<file path="src/rtl/mem_arbiter.sv">
// mem_arbiter: two-port round-robin arbiter sequencing one 8-bit RAM access per grant, with locked bursts
// Ports: clk, reset (sync, active-high); per port pX_req/we/lock/addr/wdata in, pX_gnt/pX_done out;
//   rdata out (valid with pX_done of a read); mem_addr/mem_wdata/mem_we/mem_re out, mem_rdata in.
// Define ARB_FIXED_PRIO_EN to make port 0 always win ties instead of round-robin.
module mem_arbiter #(
  parameter int MAX_BURST = 4
) (
  input  logic       clk,
  input  logic       reset,
  input  logic       p0_req,
  input  logic       p0_we,
  input  logic       p0_lock,
  input  logic [7:0] p0_addr,
  input  logic [7:0] p0_wdata,
  output logic       p0_gnt,
  output logic       p0_done,
  input  logic       p1_req,
  input  logic       p1_we,
  input  logic       p1_lock,
  input  logic [7:0] p1_addr,
  input  logic [7:0] p1_wdata,
  output logic       p1_gnt,
  output logic       p1_done,
  output logic [7:0] rdata,
  output logic [7:0] mem_addr,
  output logic [7:0] mem_wdata,
  output logic       mem_we,
  output logic       mem_re,
  input  logic [7:0] mem_rdata
);
  localparam int BW = $clog2(MAX_BURST) + 1;
  typedef enum logic [1:0] {IDLE, ISSUE, DONE} state_t;
  state_t state_q, state_d;
  logic owner_q, owner_d, last_q, last_d, we_q, we_d;
  logic [BW-1:0] burst_q, burst_d;
  logic [7:0] addr_q, addr_d, wdata_q, wdata_d, rdata_q, rdata_d;
  logic win, own_req, own_lock, cont, load;
`ifdef ARB_FIXED_PRIO_EN
  assign win = !p0_req;
`else
  assign win = (p0_req && p1_req) ? !last_q : p1_req;
`endif
  always_comb begin
    own_req  = owner_q ? p1_req : p0_req;
    own_lock = owner_q ? p1_lock : p0_lock;
    cont     = state_q == DONE && own_req && own_lock && burst_q < BW'(MAX_BURST - 1);
    load     = (state_q == IDLE && (p0_req || p1_req)) || cont;
    owner_d  = state_q == IDLE ? win : owner_q;
    state_d  = load ? ISSUE : state_q == ISSUE ? DONE : IDLE;
    last_d   = state_q == ISSUE ? owner_q : last_q;
    burst_d  = cont ? burst_q + 1'b1 : state_q == DONE ? '0 : burst_q;
    we_d     = load ? (owner_d ? p1_we : p0_we) : we_q;
    addr_d   = load ? (owner_d ? p1_addr : p0_addr) : addr_q;
    wdata_d  = load ? (owner_d ? p1_wdata : p0_wdata) : wdata_q;
    rdata_d  = (state_q == DONE && !we_q) ? mem_rdata : rdata_q;
  end
  always_ff @(posedge clk) begin
    if (reset) begin
      state_q <= IDLE;
      owner_q <= 1'b0;
      last_q  <= 1'b1;
      burst_q <= '0;
      we_q    <= 1'b0;
      addr_q  <= '0;
      wdata_q <= '0;
      rdata_q <= '0;
    end else begin
      state_q <= state_d;
      owner_q <= owner_d;
      last_q  <= last_d;
      burst_q <= burst_d;
      we_q    <= we_d;
      addr_q  <= addr_d;
      wdata_q <= wdata_d;
      rdata_q <= rdata_d;
    end
  end
  assign p0_gnt    = state_q == ISSUE && !owner_q;
  assign p1_gnt    = state_q == ISSUE && owner_q;
  assign p0_done   = state_q == DONE && !owner_q;
  assign p1_done   = state_q == DONE && owner_q;
  assign mem_we    = state_q == ISSUE && we_q;
  assign mem_re    = state_q == ISSUE && !we_q;
  assign mem_addr  = addr_q;
  assign mem_wdata = wdata_q;
  assign rdata     = rdata_d;
endmodule
</file>
<file path="config.mk">
export PLATFORM = sky130hd
export DESIGN_NAME = mem_arbiter
export DESIGN_NICKNAME = d
export VERILOG_FILES = /design/src/rtl/mem_arbiter.sv
export SDC_FILE = /design/constraint.sdc
export NUM_CORES = 1
export LEC_CHECK = 0
export BUFFER_PORTS_ARGS = -buffer_cell sky130_fd_sc_hd__buf_2
export CORE_MARGIN = 1
export CORE_UTILIZATION = 40
export CTS_BUF_LIST = sky130_fd_sc_hd__clkbuf_8
export CTS_CLUSTER_DIAMETER = 30
export DETAILED_ROUTE_END_ITERATION = 7
export PLACE_DENSITY = 0.73
export RECOVER_POWER = 25
export REMOVE_ABC_BUFFERS = 1
export SLEW_MARGIN = 20
export SYNTH_ARGS = -nofsm -noshare
export SYNTH_HDL_FRONTEND = slang
export SYNTH_SLANG_ARGS = --single-unit
</file>
<file path="constraint.sdc">
create_clock -name clk -period 2.6 [get_ports clk]
set_clock_uncertainty 0.15 [all_clocks]
set_input_delay 0.39 -clock clk [delete_from_list [all_inputs] [get_ports clk]]
set_output_delay 0.39 -clock clk [all_outputs]
set_load 0.05 [all_outputs]
</file>
### Yosys cells after proc, flatten, opt, wreduce, memory -nomap -nowiden

Cells that the tools add are included.
Widths: inputs -> output; s select.

* add/subtract/negate cells: 1
* $mul: 0
* div/mod/pow operators: 0
* magnitude comparators: 1
* equality and inequality tests: 2
* shift operators: 0
* mux-type cells: 12
* bitwise gates (word level): 0
* reductions and logical operators: 20

Operators with widths (number)
* $mux 8: 3
* $logic_and 1x1->1: 12
* $mux 1: 6
* $mux 3: 2
* $add 3x1->3 const B: 1
* $logic_not 1->1: 3
* $lt 3x2->1 const B: 1
* $eq 2x1->1 const B: 1
* $eq 2x2->1 const B: 1
* $logic_not 2->1: 1
* $logic_or 1x1->1: 2
* $mux 2: 1
* $reduce_bool 2->1: 1
* $reduce_or 2->1: 1

* bits in registers: 32
* latch bits: 0
* memory bits (writable): 0
* ROM bits: 0
* logic and storage cells: 45
* memories kept: 0

### Longest topological paths before layout

Gate-level depths: netlist of the first run.

* word-level depth: 6
* gate-level depth with buffers: 6
* mapped depth without buffers: 4

### Least setup slack after synthesis of the first run

No wires, ideal clock.

* kind: reg2out
* start point: register state_q[0]
* end point: output rdata[0]
* arrival time: 1.318 ns
* data required time: 2.060 ns
* slack: 0.742 ns
* cell stages (with the launch flop): 5
* path through: dfxtp_1 nand2b_1 buf_6 nor2_2 mux2_2

* word-level cells in the longest chain between the ends: 3

RTL lines
* from (decl): line 33 `state_t state_q, state_d;`
* from (signal assigned): line 68 `state_q <= state_d;`
* $eq 2x2->1: line 55 `rdata_d = (state_q == DONE && !we_q) ? mem_rdata : rdata_q;`
* $logic_and 1x1->1: line 55
* $mux 8: line 55
* to (decl): line 24 `output logic [7:0] rdata,`

Every way passes these cells.

### Final worst setup path of the first run

* start point: register state_q[0]
* end point: output rdata[7]

The elaborated chain is that of the path after synthesis.

==> reports/results.txt, run 1 <==
Worst Path Arrival -> 1.89 ns
WL met2 -> 1430 um
R2r setup slk -> 0.70 ns
Synth Register Bits -> 32
Status -> complete, no violations
Post-synthesis compound-gate area fraction -> 20.8%
# fillers -> 304
Synth top area share -> 44.1%
Initial antenna violation count -> 0
Crit Reg-Reg Endpoint -> mem_wdata[7]
Reg2Reg Depth -> 5
Die X -> 62.3 um
DRT antenna net count -> 0
Max_slew headroom -> 58.5%
Slew @ Worst Pin -> 0.620 ns
Setup TNS -> 0 ns
Htree depth -> 2
Remaining DRCs -> 0
Static Leakage -> 0.952 nW
GRT Total Usage -> 18.1%
Final Cell Area -> 1940 um2
Worst-skew pair later-pin latency -> 0.28 ns
Post-CTS resize count -> 0
Mean area per synthesized cell -> 12.1 um2
Postcts setup bufs -> 0
Syn Inst Count -> 120
Crit. End Element -> primary output
Hold Path Class -> in -> reg
I/O pin total -> 78
Die area -> 3880 um2
Adder-cell share of the synthesized area -> 0.861%
Clock Tree Root -> clkbuf_8
Slew Viols, Final -> 0
DP HPWL -> 2310 um
Final worst setup slack -> 0.165 ns
Global-route wire length before repair -> 5430 um
Hold path start -> p1_wdata[0]
Mux cell area share after synthesis -> 19.3%
Final Core Density -> 56.9%
Diodes inserted -> 0
RSZ-0062 raised after global routing -> false
Maxcap violations -> 0
Fraction of registers with async set/reset -> 0%
Peak VDD IR -> 348 uV
Num rows -> 21
Most used DFF post-synth -> dfxtp_1
Reg2reg start -> state_q[0]
Via/cell ratio -> 4.90
Total Wirelength -> 3140 um
Die H -> 62.3 um
CP max stage cell -> mux2_2
Setup Viol. Count Final -> 0
Drt first-iter violations -> 77
# nets final -> 249
IO Port Bufs -> 77
Kind of critical path -> reg -> out
Fin crit period -> 2.43 ns
Largest stage delay, worst path -> 0.40 ns
Synth area leaders -> dfxtp_1 44%, mux2i_1 13%, o2bb2ai_2 8.3%
CTS Buf Count -> 5
Most frequent cell after synthesis -> dfxtp_1
Met1 WL -> 1380 um
Seq/Total Area, Yosys -> 44.1%
CP startpoint -> state_q[0]
Mapped Area -> 1450 um2
CTS tree -> done
Fraction of layout cells with a size suffix above 1 -> 48.3%
Vias -> 1211
Area delta synth->final -> 33.8%
Netlist cell types -> 26
WL met3 -> 280 um
Critical path fanouts, max -> 8
Synth warn -> 0
Crit-path cells -> nand2b_1 -> nor2_2 -> mux2_2 -> buf_2
First drt pass iteration count -> 3
Post-synth top cells -> 32 x dfxtp_1, 19 x mux2i_1, 12 x nor2_1
Clock transition at the registers of the reported paths -> 0.07 ns
Worst hold slack -> 0.214 ns
Crit path max-delay family -> simple AND/OR/NAND/NOR gates
Critical Path Stages -> 4
GRT overflow -> 0
Max layer used -> met4
Simple-gate share of the synthesized area -> 10.7%
PD cells -> 674 nW/um2
Routability Congestion -> 0.786
Synth Area in XOR/XNOR -> 0%
Core Box Area -> 3420 um2
CP required -> 2.06 ns
Drt wl/cell -> 12.7 um
Setup WS pre-CTS -> 0.482 ns
Max clock buf depth -> 2
Largest net degree at the start of global routing -> 19
Final hold vios -> 0
Startpoint Class -> register
Post-DP Area -> 1870 um2
Largest family of logic cells by synthesized area -> compound AO/OA/AOI/OAI gates
Clock Sinks -> 32
Hold path depth -> 3
Post-synth EDFFs -> 0
Post-synth top area cell -> dfxtp_1
Crit path buf inv count -> 1
Vias in the first global route -> 1203
Cts hold-fix bufs -> 0
Hold path endpoint -> mem_wdata[0]
Starting Density -> 42.5%
Fmax -> 411 MHz
Final Cycle Share -> 93.6%
registers in the layout, indices dropped and copies added (netlist names):
name	flops
owner_q	1
we_q	1
mem_wdata	8
rdata_q	8
state_q	2
mem_addr	8
last_q	1
burst_q	3
worst max path at each step:
stage	to	slack, ns
6_report	rdata[7]	0.17
4_1_cts	rdata[7]	0.17
5_1_grt	rdata[7]	0.02
3_5_place_dp	rdata[7]	0.48
3_3_place_gp	rdata[7]	0.54
2_1_floorplan	mem_wdata[5]	0.03
power by group:
| part | internal (mW) | total (mW) | switching (mW) | leakage [nW] |
|---|---|---|---|---|
| registers | 0.531 | 0.558 | 0.0272 | 0.262 |
| logic | 0.119 | 0.373 | 0.254 | 0.642 |
| clock network | 0.186 | 0.380 | 0.193 | 0.0479 |
| total | 0.836 | 1.31 | 0.474 | 0.952 |
final cells by class:
class	instances	area (um2)	share of cell area, %
multi-input cells	79	763	39.3
flip-flops and latches	32	641	32.9
repair buffers	79	384	19.8
clock buffers	5	68.8	3.54
well taps	46	57.6	2.96
clock inverters	3	18.8	0.965
inverters	3	11.3	0.579
stage by stage:
step | instances | power (mW)
global placement | 239 | 0.940
global route | 247 | 1.38
detailed placement | 239 | 0.949
floorplan | 114 | 0.839
CTS | 247 | 1.33
finish | 247 | 1.31
cell families after synthesis:
kind of cell / Yosys count
muxes: 27
and+or+nand+nor: 27
AOI/OAI and AO/OA: 24
adders and majority gates: 1
DFF: 32
buffers and inverters: 9
worst reg2reg max path: cells and delay by family, from the launching register on:
family	cells	cell delay, ns
compound gates	2	0.69
simple gates	2	0.37
flops	1	0.32
buf+inv	1	0.24
layer usage:
layer,GRT usage [%],up-vias
met1,19.8,551
met5,0,-
met4,7.85,0
met3,6.99,6
met2,31.0,65
li1,-,589
cells in the final DEF, fill, tap and decap left out:
| cell type | instances |
|---|---|
| buf_2 | 64 |
| dfxtp_1 | 32 |
| mux2i_1 | 18 |
| clkbuf_1 | 13 |
| nor2_1 | 12 |
| mux2_2 | 8 |
| o2bb2ai_2 | 8 |
| o2bb2ai_1 | 8 |
| nor2b_1 | 8 |
| clkbuf_8 | 5 |
| inv_1 | 3 |
| nand2b_1 | 2 |
| a22oi_1 | 2 |
| clkinv_2 | 2 |
| buf_4 | 2 |
| nor2_2 | 1 |
| nand3_1 | 1 |
| nand3b_4 | 1 |
| and2_0 | 1 |
| a2111oi_4 | 1 |
| o21a_1 | 1 |
| nor3_2 | 1 |
| o21bai_4 | 1 |
| a21boi_0 | 1 |
| mux2i_4 | 1 |
| o2bb2ai_4 | 1 |
| a211o_1 | 1 |
| ha_1 | 1 |
| clkinv_4 | 1 |
Power figures use the tool's default switching activity.
==> run 2, diff against run 1 <==
--- a/config.mk
+++ b/config.mk
@@ -6,6 +6,7 @@
 export NUM_CORES = 1
 export LEC_CHECK = 0
 export BUFFER_PORTS_ARGS = -buffer_cell sky130_fd_sc_hd__buf_2
+export CORE_ASPECT_RATIO = 2
 export CORE_MARGIN = 1
 export CORE_UTILIZATION = 40
 export CTS_BUF_LIST = sky130_fd_sc_hd__clkbuf_8
==> run 2 against run 1 <==
Effect of this change: die area rose by 0.38%; highest routed layer unchanged; sequential cell count is the same; clock power barely moved; non-clock buffer count increased by 1; register-to-register slack lost 0.11 ns; combinational power is 1% lower; largest power group unchanged; via count is 0.25% higher.
==> reports/results.txt, run 2 (synthesized netlist as in run 1, its figures left out) <==
Post-CTS resize count -> 0 (unchanged)
Peak VDD IR -> 418 uV (was 348 uV)
CTS tree -> done (unchanged)
IO Port Bufs -> 77 (unchanged)
Via/cell ratio -> 4.86 (was 4.90)
Diodes inserted -> 0 (unchanged)
Global-route wire length before repair -> 4860 um (was 5430 um)
Postcts setup bufs -> 0 (unchanged)
Cts hold-fix bufs -> 0 (unchanged)
Critical path fanouts, max -> 8 (unchanged)
Crit. End Element -> primary output (unchanged)
Clock Tree Root -> clkbuf_8 (unchanged)
Hold Path Class -> in -> reg (unchanged)
Slew @ Worst Pin -> 0.648 ns (was 0.620 ns)
Largest net degree at the start of global routing -> 19 (unchanged)
Fraction of layout cells with a size suffix above 1 -> 48.5% (was 48.3%)
Remaining DRCs -> 0 (unchanged)
Final Cycle Share -> 93.3% (was 93.6%)
Final Core Density -> 57.0% (was 56.9%)
Worst setup path endpoint -> rdata[6] (was rdata[7])
PD cells -> 672 nW/um2 (was 674 nW/um2)
Met1 WL -> 1080 um (was 1380 um)
Core Box Area -> 3420 um2 (unchanged)
Commonest non-fill, non-tap cell in the layout -> buf_2 (unchanged)
Most frequent cells in the layout -> 65 x buf_2, 32 x dfxtp_1, 19 x mux2i_1, 12 x nor2_1, 12 x clkbuf_1 (was 64 x buf_2, 32 x dfxtp_1, 18 x mux2i_1, 13 x clkbuf_1, 12 x nor2_1)
Starting Density -> 42.5% (unchanged)
Slew Viols, Final -> 0 (unchanged)
WL met3 -> 241 um (was 280 um)
Initial antenna violation count -> 0 (unchanged)
DRT antenna net count -> 0 (unchanged)
Static Leakage -> 0.965 nW (was 0.952 nW)
Status -> complete, no violations (unchanged)
Fin crit period -> 2.43 ns (about the same)
Crit Reg-Reg Endpoint -> mem_wdata[5] (was mem_wdata[7])
Die X -> 44.6 um (was 62.3 um)
Die area -> 3890 um2 (was 3880 um2)
Clock transition at the registers of the reported paths -> 0.07 ns (about the same)
I/O pin total -> 78 (unchanged)
Hold path depth -> 3 (unchanged)
CP required -> 2.06 ns (about the same)
GRT overflow -> 0 (unchanged)
R2r setup slk -> 0.59 ns (was 0.70 ns)
Clock Sinks -> 32 (unchanged)
GRT Total Usage -> 16.6% (was 18.1%)
Routability Congestion -> 0.782 (was 0.786)
Worst Path Arrival -> 1.89 ns (about the same)
WL met2 -> 1650 um (was 1430 um)
Htree depth -> 2 (unchanged)
Area delta synth->final -> 34.1% (was 33.8%)
Total Wirelength -> 3030 um (was 3140 um)
# nets final -> 250 (was 249)
Startpoint Class -> register (unchanged)
Setup TNS -> 0 ns (unchanged)
Kind of critical path -> reg -> out (unchanged)
Setup Viol. Count Final -> 0 (unchanged)
DP HPWL -> 2420 um (was 2310 um)
Max layer used -> met4 (unchanged)
Max clock buf depth -> 2 (unchanged)
RSZ-0062 raised after global routing -> false (unchanged)
Final hold vios -> 0 (unchanged)
CTS Buf Count -> 5 (unchanged)
Worst-skew pair later-pin latency -> 0.27 ns (was 0.28 ns)
Reg2Reg Depth -> 5 (unchanged)
Maxcap violations -> 0 (unchanged)
CP startpoint -> state_q[0] (unchanged)
Drt wl/cell -> 12.1 um (was 12.7 um)
Vias -> 1214 (was 1211)
Reg2reg start -> state_q[0] (unchanged)
Max_slew headroom -> 55.6% (was 58.5%)
First drt pass iteration count -> 2 (was 3)
Die H -> 87.2 um (was 62.3 um)
Fmax -> 412 MHz (was 411 MHz)
Drt first-iter violations -> 7 (was 77)
Num rows -> 30 (was 21)
Vias in the first global route -> 1128 (was 1203)
==> run 2: worst min-delay path by stage <==
stage                 startpoint            to  slack [ns]
floorplan                 last_q        last_q        0.28
finish               p1_wdata[2]  mem_wdata[2]        0.22
CTS                  p1_wdata[1]  mem_wdata[1]        0.22
global route         p1_wdata[1]  mem_wdata[1]        0.23
detailed placement  mem_wdata[1]  mem_wdata[1]        0.30
global placement    mem_wdata[1]  mem_wdata[1]        0.29
==> run 2: metrics by stage <==
| stage | power, mW | hold WS, ns | cells | setup WS (ns) | area [um2] |
|---|---|---|---|---|---|
| finish | 1.31 | 0.223 | 250 | 0.175 | 1950 |
| CTS | 1.34 | 0.220 | 250 | 0.135 | 1970 |
| detailed placement | 0.948 | 0.296 | 242 | 0.446 | 1870 |
| floorplan | 0.839 | 0.280 | 114 | 0.0295 | 1400 |
| global placement | 0.938 | 0.292 | 242 | 0.545 | 1870 |
| global route | 1.37 | 0.230 | 250 | 0.0595 | 1950 |
==> run 2: routing by layer <==
metal | track usage (%) | vias up
li1 | - | 595
met1 | 16.1 | 544
met2 | 31.1 | 69
met3 | 4.36 | 6
met4 | 6.61 | 0
met5 | 0 | -
==> run 2: layout make-up <==
type                       count  area (um2)
tap                           48        60.1
sequential                    32         641
clock inverter                 2        10.0
clock buffer                   6        82.6
multi-input combinational     79         751
inverter                       3        11.3
timing repair buffer          80         393
fill                         319        1470
==> run 2: worst max-delay path, cell delays in order, from the launching register on <==
cell and delay, ns:
dfxtp_1 0.32, nand2b_1 0.27, nor2_2 0.40, mux2_2 0.40, buf_2 0.21
==> run 2: power by group <==
group	internal, mW	leakage, nW	switching, mW
clock network	0.211	0.0510	0.172
registers	0.531	0.262	0.0268
logic	0.119	0.652	0.249
total	0.861	0.965	0.448
==> run 3, diff against run 2 <==
--- a/config.mk
+++ b/config.mk
@@ -8,11 +8,10 @@
 export BUFFER_PORTS_ARGS = -buffer_cell sky130_fd_sc_hd__buf_2
 export CORE_ASPECT_RATIO = 2
 export CORE_MARGIN = 1
-export CORE_UTILIZATION = 40
+export CORE_UTILIZATION = 30
 export CTS_BUF_LIST = sky130_fd_sc_hd__clkbuf_8
 export CTS_CLUSTER_DIAMETER = 30
 export DETAILED_ROUTE_END_ITERATION = 7
-export PLACE_DENSITY = 0.73
 export RECOVER_POWER = 25
 export REMOVE_ABC_BUFFERS = 1
 export SLEW_MARGIN = 20
==> run 3 against run 2 <==
Effect of this change: register-to-register slack improved by 0.02 ns; clock power is 19% higher; sequential cell count unchanged; first-iteration DRC count is 29% higher; combinational power is 2% higher; wire length increased by 5.8%; non-clock buffer count down 2; maximum frequency grew 1.3%; total power is 5.9% higher; utilization fell by 14 points; hold slack worse by 0.0011 ns; critical path type unchanged; largest power group unchanged.
==> reports/results.txt, run 3 (synthesized netlist as in run 1, its figures left out) <==
Status -> complete, no violations (unchanged)
CTS tree -> done (unchanged)
Routability Congestion -> 0.661 (was 0.782)
Vias -> 1175 (was 1214)
DRT antenna net count -> 0 (unchanged)
Setup Viol. Count Final -> 0 (unchanged)
PD cells -> 702 nW/um2 (was 672 nW/um2)
CTS Buf Count -> 5 (unchanged)
Slew Viols, Final -> 0 (unchanged)
Vias in the first global route -> 1114 (was 1128)
Starting Density -> 31.3% (was 42.5%)
Drt wl/cell -> 12.6 um (was 12.1 um)
Pint -> 0.929 mW (was 0.861 mW)
Final hold vios -> 0 (unchanged)
Drt first-iter violations -> 9 (was 7)
Clock Tree Root -> clkbuf_8 (unchanged)
Max_slew headroom -> 35.1% (was 55.6%)
RSZ-0062 raised after global routing -> false (unchanged)
Postcts setup bufs -> 0 (unchanged)
Critical path fanouts, max -> 8 (unchanged)
CP required -> 2.06 ns (about the same)
Num rows -> 35 (was 30)
Worst setup path endpoint -> rdata[1] (was rdata[6])
# nets final -> 248 (was 250)
Die X -> 51.2 um (was 44.6 um)
Maxcap violations -> 0 (unchanged)
Crit. End Element -> primary output (unchanged)
First drt pass iteration count -> 4 (was 2)
Crit Reg-Reg Endpoint -> mem_wdata[2] (was mem_wdata[5])
Remaining DRCs -> 0 (unchanged)
CP startpoint -> state_q[0] (unchanged)
DP HPWL -> 2490 um (was 2420 um)
Core Box Area -> 4640 um2 (was 3420 um2)
Setup TNS -> 0 ns (unchanged)
R2r setup slk -> 0.61 ns (was 0.59 ns)
Clock power frac -> 33.0% (was 29.3%)
Clock transition at the registers of the reported paths -> 0.07 ns (about the same)
GRT Total Usage -> 13.5% (was 16.6%)
Most frequent cells in the layout -> 64 x buf_2, 32 x dfxtp_1, 18 x mux2i_1, 13 x clkbuf_1, 12 x nor2_1 (was 65 x buf_2, 32 x dfxtp_1, 19 x mux2i_1, 12 x nor2_1, 12 x clkbuf_1)
Die H -> 100 um (was 87.2 um)
Total Wirelength -> 3200 um (was 3030 um)
Static Leakage -> 0.958 nW (was 0.965 nW)
Diodes inserted -> 0 (unchanged)
Cts hold-fix bufs -> 0 (unchanged)
Worst-skew pair later-pin latency -> 0.28 ns (was 0.27 ns)
Final Cycle Share -> 92.1% (was 93.3%)
Largest net degree at the start of global routing -> 19 (unchanged)
Slew @ Worst Pin -> 0.971 ns (was 0.648 ns)
Logic pwr share -> 27.0% (was 28.1%)
Sequential share of power -> 40.0% (was 42.6%)
Max clock buf depth -> 2 (unchanged)
IO Port Bufs -> 77 (unchanged)
Kind of critical path -> reg -> out (unchanged)
Reg2Reg Depth -> 4 (was 5)
Startpoint Class -> register (unchanged)
Htree depth -> 2 (unchanged)
Net Sw Frac -> 33.0% (was 34.3%)
Post-CTS resize count -> 0 (unchanged)
Commonest non-fill, non-tap cell in the layout -> buf_2 (unchanged)
Global-route wire length before repair -> 5030 um (was 4860 um)
Fin crit period -> 2.39 ns (was 2.43 ns)
Worst Path Arrival -> 1.85 ns (was 1.89 ns)
Clock Sinks -> 32 (unchanged)
# fillers -> 489 (was 319)
Via/cell ratio -> 4.61 (was 4.86)
Net Sw Power -> 0.457 mW (was 0.448 mW)
Initial antenna violation count -> 0 (unchanged)
Fraction of layout cells with a size suffix above 1 -> 47.5% (was 48.5%)
Peak VDD IR -> 428 uV (was 418 uV)
Final Core Density -> 42.5% (was 57.0%)
Die area -> 5140 um2 (was 3890 um2)
GRT overflow -> 0 (unchanged)
I/O pin total -> 78 (unchanged)
Area delta synth->final -> 35.9% (was 34.1%)
Reg2reg start -> state_q[0] (unchanged)
Hold Path Class -> in -> reg (unchanged)
Fmax -> 418 MHz (was 412 MHz)
-- run 3: power by group through the flow --
stage                     clock network, mW  registers [mW]  logic, mW
final                                 0.457           0.555      0.374
after global routing                  0.497           0.561      0.399
after CTS                             0.478           0.555      0.387
after detailed placement                  0           0.565      0.387
after global placement                    0           0.565      0.384
after floorplan                           0           0.661      0.178
-- run 3: cell type report --
cell class	count	area, um2	share of cell area, %
clock buffers	5	68.8	3.49
clock inverters	3	38.8	1.96
inverters	3	11.3	0.570
multi-input cells	79	769	39.0
flip-flops and latches	32	641	32.4
well taps	55	68.8	3.49
repair buffers	78	377	19.1
-- run 3: per-stage QoR --
stage,instances,hold slack [ns],setup slack [ns],instance area [um2],power (mW)
finish,255,0.222,0.206,1970,1.39
global route,255,0.231,0.0739,1970,1.46
CTS,255,0.215,0.166,1990,1.42
detailed placement,247,0.296,0.480,1880,0.952
global placement,247,0.292,0.513,1880,0.950
floorplan,114,0.280,0.0295,1400,0.839
-- run 3: how the worst min path moves through the flow --
stage / start / to / slack [ns] / depth (start not counted)
2_1_floorplan: last_q / last_q / 0.28 / 1
3_3_place_gp: mem_addr[7] / mem_addr[7] / 0.29 / 1
3_5_place_dp: mem_wdata[7] / mem_wdata[7] / 0.30 / 1
4_1_cts: p1_wdata[4] / mem_wdata[4] / 0.21 / 3
5_1_grt: p1_addr[5] / mem_addr[5] / 0.23 / 3
6_report: p1_wdata[4] / mem_wdata[4] / 0.22 / 3
-- run 3: per-layer routing --
| metal | track usage (%) | wire length [um] | vias up | share of wire (%) |
|---|---|---|---|---|
| met4 | 7.48 | 74 | 0 | 2.3 |
| met2 | 24.9 | 1750 | 49 | 55 |
| met5 | 0 | 0 | - | 0 |
| met1 | 13.0 | 1200 | 528 | 37 |
| li1 | - | - | 593 | - |
| met3 | 3.64 | 180 | 5 | 5.6 |
-- run 3: critical path, cell delays in order (launching register included) --
cell and delay [ns]:
dfxtp_1 0.32, nand2b_1 0.27, nor2_2 0.38, mux2_2 0.40
buf_2 0.21
